[config.mk]
export PLATFORM = sky130hd
export DESIGN_NAME = reset_sequencer
export DESIGN_NICKNAME = d
export VERILOG_FILES = /design/src/rtl/reset_sequencer.sv
export SDC_FILE = /design/constraint.sdc
export NUM_CORES = 1
export LEC_CHECK = 0
export BUFFER_PORTS_ARGS = -buffer_cell sky130_fd_sc_hd__buf_2
export CORE_MARGIN = 5
export CORE_UTILIZATION = 60
export CTS_BUF_LIST = sky130_fd_sc_hd__clkbuf_16
export DETAILED_ROUTE_END_ITERATION = 16
export GPL_ROUTABILITY_DRIVEN = 0
export HOLD_SLACK_MARGIN = 0.08
export MAX_ROUTING_LAYER = met4
export PLACE_DENSITY_LB_ADDON = 0.05
export SYNTH_ARGS = -nofsm -noshare
export SYNTH_HDL_FRONTEND = slang
export SYNTH_SLANG_ARGS = --single-unit
[constraint.sdc]
create_clock -name CLK -period 4.6 [get_ports CLK]
set_input_delay 0.46 -clock CLK [delete_from_list [all_inputs] [get_ports CLK]]
set_output_delay 0.46 -clock CLK [all_outputs]
set_load 0.03 [all_outputs]
[src/rtl/reset_sequencer.sv]
// Reset sequencer: debounces a pushbutton and a software request into a fixed-length,
// registered active-low reset pulse followed by a quiet window. Optional macro RESET_SEQUENCER_CAUSE_EN.
module reset_sequencer #(
  parameter int HOLD_CYCLES     = 16,
  parameter int QUIET_CYCLES    = 8,
  parameter int DEBOUNCE_CYCLES = 4
) (
  input  logic       CLK,
  input  logic       RST_N,
  input  logic       SW_RST_REQ,
  input  logic       EXT_RST_N,
  output logic       OUT_RST_N,
  output logic       RST_BUSY,
  output logic [1:0] RST_CAUSE
);

  localparam logic [1:0] ST_ASSERT = 2'd0;
  localparam logic [1:0] ST_QUIET  = 2'd1;
  localparam logic [1:0] ST_IDLE   = 2'd2;

  localparam logic [7:0] HOLD_LAST  = 8'(HOLD_CYCLES - 1);
  localparam logic [7:0] QUIET_LAST = 8'(QUIET_CYCLES - 1);
  localparam logic [7:0] DEB_MAX    = 8'(DEBOUNCE_CYCLES);

  logic       sync1_q, sync1_d;
  logic       sync2_q, sync2_d;
  logic [7:0] deb_q, deb_d;
  logic [1:0] state_q, state_d;
  logic [7:0] cnt_q, cnt_d;
  logic       out_rst_n_q, out_rst_n_d;
  logic       busy_q, busy_d;
  logic       ext_req_s;
  logic       req_s;
  logic       pending_s;
  logic       enter_assert_s;

  assign ext_req_s = (deb_q == DEB_MAX);
  assign req_s     = SW_RST_REQ | ext_req_s;

  // Synchronizer and saturating debounce counter for the pushbutton
  always_comb begin
    sync1_d = EXT_RST_N;
    sync2_d = sync1_q;
    deb_d   = deb_q;
    if (sync2_q == 1'b0) begin
      if (deb_q != DEB_MAX) begin
        deb_d = deb_q + 8'd1;
      end else begin
        deb_d = deb_q;
      end
    end else begin
      deb_d = 8'd0;
    end
  end

  // Sequencer FSM; a held-down button pins the hold counter at zero
  always_comb begin
    state_d        = state_q;
    cnt_d          = cnt_q;
    enter_assert_s = 1'b0;
    case (state_q)
      ST_ASSERT: begin
        if (ext_req_s) begin
          cnt_d = 8'd0;
        end else if (cnt_q == HOLD_LAST) begin
          state_d = ST_QUIET;
          cnt_d   = 8'd0;
        end else begin
          cnt_d = cnt_q + 8'd1;
        end
      end
      ST_QUIET: begin
        if (cnt_q == QUIET_LAST) begin
          state_d = ST_IDLE;
          cnt_d   = 8'd0;
        end else begin
          cnt_d = cnt_q + 8'd1;
        end
      end
      ST_IDLE: begin
        if (req_s | pending_s) begin
          state_d        = ST_ASSERT;
          cnt_d          = 8'd0;
          enter_assert_s = 1'b1;
        end else begin
          state_d = ST_IDLE;
        end
      end
      default: begin
        state_d = ST_ASSERT;
        cnt_d   = 8'd0;
      end
    endcase
    out_rst_n_d = (state_d != ST_ASSERT);
    busy_d      = (state_d != ST_IDLE);
  end

  // Core state registers
  always_ff @(posedge CLK or negedge RST_N) begin
    if (!RST_N) begin
      sync1_q     <= 1'b1;
      sync2_q     <= 1'b1;
      deb_q       <= 8'd0;
      state_q     <= ST_ASSERT;
      cnt_q       <= 8'd0;
      out_rst_n_q <= 1'b0;
      busy_q      <= 1'b1;
    end else begin
      sync1_q     <= sync1_d;
      sync2_q     <= sync2_d;
      deb_q       <= deb_d;
      state_q     <= state_d;
      cnt_q       <= cnt_d;
      out_rst_n_q <= out_rst_n_d;
      busy_q      <= busy_d;
    end
  end

  assign OUT_RST_N = out_rst_n_q;
  assign RST_BUSY  = busy_q;

`ifdef RESET_SEQUENCER_CAUSE_EN
  logic       pend_sw_q, pend_sw_d;
  logic       pend_ext_q, pend_ext_d;
  logic [1:0] cause_q, cause_d;

  assign pending_s = pend_sw_q | pend_ext_q;

  // Per-source pending bits and sticky cause; ASSERT-time requests merge into the cause
  always_comb begin
    pend_sw_d  = pend_sw_q;
    pend_ext_d = pend_ext_q;
    cause_d    = cause_q;
    if (enter_assert_s) begin
      pend_sw_d  = 1'b0;
      pend_ext_d = 1'b0;
      cause_d    = {ext_req_s | pend_ext_q, SW_RST_REQ | pend_sw_q};
    end else if (state_q == ST_QUIET) begin
      pend_sw_d  = pend_sw_q | SW_RST_REQ;
      pend_ext_d = pend_ext_q | ext_req_s;
    end else if (state_q == ST_ASSERT) begin
      cause_d = cause_q | {ext_req_s, SW_RST_REQ};
    end else begin
      cause_d = cause_q;
    end
  end

  // Cause and pending registers
  always_ff @(posedge CLK or negedge RST_N) begin
    if (!RST_N) begin
      pend_sw_q  <= 1'b0;
      pend_ext_q <= 1'b0;
      cause_q    <= 2'b00;
    end else begin
      pend_sw_q  <= pend_sw_d;
      pend_ext_q <= pend_ext_d;
      cause_q    <= cause_d;
    end
  end

  assign RST_CAUSE = cause_q;
`else
  logic pend_q, pend_d;

  assign pending_s = pend_q;

  // Single pending flag for requests that land in the quiet window
  always_comb begin
    pend_d = pend_q;
    if (enter_assert_s) begin
      pend_d = 1'b0;
    end else if ((state_q == ST_QUIET) && req_s) begin
      pend_d = 1'b1;
    end else begin
      pend_d = pend_q;
    end
  end

  // Pending register
  always_ff @(posedge CLK or negedge RST_N) begin
    if (!RST_N) begin
      pend_q <= 1'b0;
    end else begin
      pend_q <= pend_d;
    end
  end

  assign RST_CAUSE = 2'b00;
`endif

endmodule

Yosys cells after proc, flatten, opt, wreduce, memory -nomap -nowiden --
Cells that the tools add are included.
Operators by class: magnitude comparators 0, reduce and logical (&&, ||, !) cells 5, shift-type cells 0, multipliers 0, multiplexer cells 16, divide/modulo/power cells 0, bitwise logic cells 2, $add $sub $neg 2, equal/unequal tests 8
Operators with widths (number):
- $mux W8 | 6
- $pmux W8 S3 | 1
- $add A8 B1 Y8 const B | 2
- $eq A8 B3 Y1 const B | 2
- $eq A8 B4 Y1 const B | 1
- $mux W2 | 4
- $ne A8 B3 Y1 const B | 1
- $pmux W2 S3 | 1
- $reduce_bool A2 Y1 | 3
- $mux W1 | 4
- $ne A2 B2 Y1 const B | 2
- $eq A2 B1 Y1 const B | 1
- $eq A2 B2 Y1 const B | 1
- $logic_not A2 Y1 | 1
- $or A1 B1 Y1 | 2
- $logic_and A1 B1 Y1 | 1
Word-level totals: input port bits 4, memories 0, memory bits (writable) 0, ROM bits 0, bits in latches 0, logic and storage cells 41, output and inout bits 4, flip-flop bits (word level) 23

Logic depth before layout (Yosys ltp) --
depth in word-level cells 6, depth in mapped cells 8, mapped depth without buffers 6

Worst setup path after synthesis --
No wires, ideal clock.
path type flip-flop to flip-flop, from register cnt_q[5], to register cnt_q[5], setup slack 2785 ps, required time 4479 ps, arrival time 1694 ps, buffers on the path 0, setup time 121 ps, clock period less this slack 1815 ps, cell stages (with the launch flop) 6, path through dfrtp_1 or4_4 nor3_4 o32ai_2 a21o_1 a22o_1
Between the ends: cells in the longest elaborated chain, start to end 4, elaborated cells between the ends (all ways) 7, those cells by class add/sub: 1; eq/ne: 2; mux: 4
RTL lines:
- start, declared | RTL line 29 | logic [7:0] cnt_q, cnt_d;
- start signal, assigned | RTL line 113 | cnt_q <= cnt_d;
- $add A8 B1 Y8 / $eq A8 B4 Y1 (equally long branches) | RTL line 69, 77, 65
- $mux W8 | RTL line 65 | end else if (cnt_q == HOLD_LAST) begin
- $mux W8 | RTL line 63 | if (ext_req_s) begin
- $pmux W8 S3 (*) | RTL line 61 | case (state_q)
Every way passes the cells marked *; elsewhere a longest branch is shown, timed or not. A chain may end at the register's enable or synchronous reset.

Final worst setup path --
Same ends and word-level chain as after synthesis.

==> results.md <==
- Lkg Pwr: around 0.6 nW
- Met3 Use GR: 4.23%
- CP endpoint kind: register
- Worst path top cell family by delay: simple AND/OR/NAND/NOR gates
- DRT antenna net count: 0
- CTS tree: done
- Worst hold margin: roughly 0.17 ns
- Clock Skews: ~0.0026 ns
- Max Freq: 0.513 GHz
- Simple-gate share of the synthesized area: 19.3%
- Period utilization: 42.3%
- IO buf count: 5
- Die area: ~2900 sq um
- First-pass GRT wire length: 3170 um
- I/O pin total: 8
- NumNets Final: roughly 130
- Post-CTS Setup Bufs: 0
- Pre-antenna DRT Iters: 4
- Share of cells above drive strength 1: 15.4%
- Post-CTS sizing: 0
- PD cells: roughly 500 nW/um^2
- Row Count: 15
- Min Tclk post-route: about 1.9 ns
- Hold Violations, Final: 0
- Slowest CP cell: or4_4
- Clk buf depth: 2
- Filler cells: around 150
- Layout area overhead: 10.2%
- Clock network fraction of design power: 29.3%
- Post-DP Area: approximately 1200 sq um
- CP Class: register to register
- WL/cell: between 10 and 15 um
- Min-Delay Path Class: input port to async pin
- Largest family of logic cells by synthesized area: simple AND/OR/NAND/NOR gates
- Max-cap violations: 0
- Met1 Usage GRT: between 20% and 30%
- Warnings from Yosys: 0
- Met2 GRT Util: between 20% and 30%
- Adder-Cell Fraction of Synth Area: approximately 3.3%
- Hpwl dp: about 1300 um
- Share of the synthesized area in the top cell type: between 40 and 50%
- Sequential Power Share: between 40% and 50%
- Mapped Cells: about 110
- Iteration-0 DRC Markers: 18
- Sequence of cells on the critical path: or4_4 -> nor3_4 -> o32ai_2 -> a21o_1 -> a22o_1
- Antenna violations before repair: 0
- Pin count of the biggest net entering global routing: 24
- Worst path required time: ~4.7 ns
- Synth Area in XOR/XNOR: roughly 5.4%
- Buffers & Inverters on Critical Path: 0
- Crit path max fanout: 10
- Comb power frac: about a quarter
- #FFs+latches synth: 23
- Sequential cell area fraction in the yosys report: 51.1%
- Num CTS Buffers: 3
- Worst-path clk slew: roughly 0.060 ns
- Final setup TNS: 0 ns
- Sw Share: between 30 and 40%
- Slew of the pin with the lowest slew margin: 0.624 ns
- Initial Util: between 60% and 70%
- Netlist cell types: 31
- Worst path arrival time: 2.09 ns
- Diodes inserted: 0
- Critical Path Max Stage Delay: just under 0.6 ns
- Core area: 1760 sq um
- H-tree Lvls: 1
- Synth Area per Inst: approximately 10 sq um
- Fin. max-slew vios: 0
- Synthesized area: ~1100 sq um
- DR vias: between 800 and 900
- NetSw: around 0.19 mW
- Peak VDD IR: 0.343 mV
- Die width: around 53 um
- Area leader, netlist: dfrtp_1
- # setup viols final: 0
- Hold_buf cts: 0
- Final Cell Area: ~1200 sq um
- Root buffer cell: clkbuf_16
- Status: complete, no violations
- Design Power: ~0.63 mW
- Synth Area in Compound Gates: a little over an eighth
- Internal power: roughly 0.43 mW
- Total GRT Usage: ~16%
- DRC: 0
- Die Y: 53.5 um
- Final WL: 1830 um
- Vias in the first global route: 699
- Busiest grt layer: met2
- Clock latency on the worst-skew pair: approximately 0.25 ns
- Vias per cell: 5.64
- Slew headroom: between 50% and 60%
- Largest cells by area after synthesis: dfrtp_1 (44%), dfstp_2 (7.0%), nor2_1 (5.3%), a22o_1 (4.6%), xor2_1 (4.6%)
- CP startpoint kind: register
- Clk sinks: 23
- Global route overflow: 0
- Fraction of synthesized area in multiplexers: around 2.8%
- RSZ-0062 raised after global routing: no
cell usage after synthesis:
master and n:
nor4_1 1, a21oi_1 6, nor3_4 1, ha_1 3, o21bai_1 2, a31oi_1 1
dfrtp_1 20, inv_1 4, or4_4 1, nand2_1 9, buf_2 2, buf_4 2
mux2i_1 2, mux2_2 1, o32ai_2 1, clkbuf_1 1, and3_1 4, a21o_1 2
conb_1 1, o21ai_0 2, nand2b_1 2, nand3_1 8, nor3_1 1, buf_1 1
dfstp_2 3, nor2_1 16, a22o_1 6, o21ai_2 1, xnor2_1 1, nor4b_1 1
xor2_1 6
placed cells by master (no fill, tap or decap), types with 4 or more instances in the layout:
cell type,instances
and3_1,4
nand2_1,9
nor2_1,16
inv_1,4
nand3_1,8
a21oi_1,6
xor2_1,6
buf_2,5
a22o_1,6
dfrtp_1,20
logic make-up (layout without fill, tap and decap cells):
group                    after synthesis  after routing
AND/OR/NAND/NOR                       44             44
flip-flops                            23             23
XOR/XNOR                               7              7
adder cells (fa/ha/maj)                3              3
buffers and inverters                 10             14
AO/OA/AOI/OAI                         21             21
multiplexers                           3              3
other                                  1              2
state kept, by name, indices dropped and copies added, names as in the netlist:
register	flops
pend_q	1
deb_q	8
state_q	2
sync2_q	1
RST_BUSY	1
cnt_q	8
sync1_q	1
OUT_RST_N	1
through the flow:
stage | setup slack (ns) | util, % | std cells
floorplan | 2.79 | - | 113
global placement | 2.72 | 66.2 | 138
detailed placement | 2.68 | 66.2 | 138
CTS | 2.65 | 70.8 | 142
global route | 2.54 | 70.8 | 142
finish | 2.65 | 70.8 | 142
worst reg2reg max path, delay by kind of cell, from the launching register on:
kind            cells  cell delay [ns]
flops               1             0.42
simple gates        2             0.83
compound gates      3             0.59
layout make-up:
type | count | area, sq um | area share (%)
Inverter | 4 | 15.0 | 1.20
Sequential cell | 23 | 579 | 46.4
Timing Repair Buffer | 6 | 32.5 | 2.61
Tap cell | 25 | 31.3 | 2.51
Multi-Input combinational cell | 80 | 510 | 40.9
Clock buffer | 3 | 75.1 | 6.01
Clock inverter | 1 | 5.00 | 0.401
path summary, 6_finish.rpt:
kind	startpoint	cells after the start	endpoint	slack, ns
worst min register to register	sync1_q$_DFF_PN1_	0	sync2_q$_DFF_PN1_	0.36
min in group CLK	EXT_RST_N	1	sync1_q$_DFF_PN1_	0.30
worst max register to register	cnt_q[5]$_DFFE_PN0P_	5	cnt_q[5]$_DFFE_PN0P_	2.65
worst min-delay path	RST_N	1	deb_q[7]$_DFFE_PN0P_	0.17
max in group asynchronous	RST_N	1	sync2_q$_DFF_PN1_	4.07
worst max-delay path	cnt_q[5]$_DFFE_PN0P_	5	cnt_q[5]$_DFFE_PN0P_	2.65
power groups by stage:
stage                     registers (mW)  clock network [mW]  logic, mW
after CTS                          0.276               0.187      0.168
after global placement             0.278                   0      0.162
after floorplan                    0.280                   0      0.130
final                              0.276               0.183      0.167
after global routing               0.283               0.196      0.187
after detailed placement           0.279                   0      0.164
metal layers:
metal / part of all wire (%) / wire [um] / vias to the layer above
li1: - / - / 391
met1: 47 / 866 / 383
met2: 46 / 843 / 25
met3: 5.9 / 108 / 2
met4: 0.71 / 13 / 0
met5: 0 / 0 / -
Note: power is estimated with default switching activity, not from simulation.
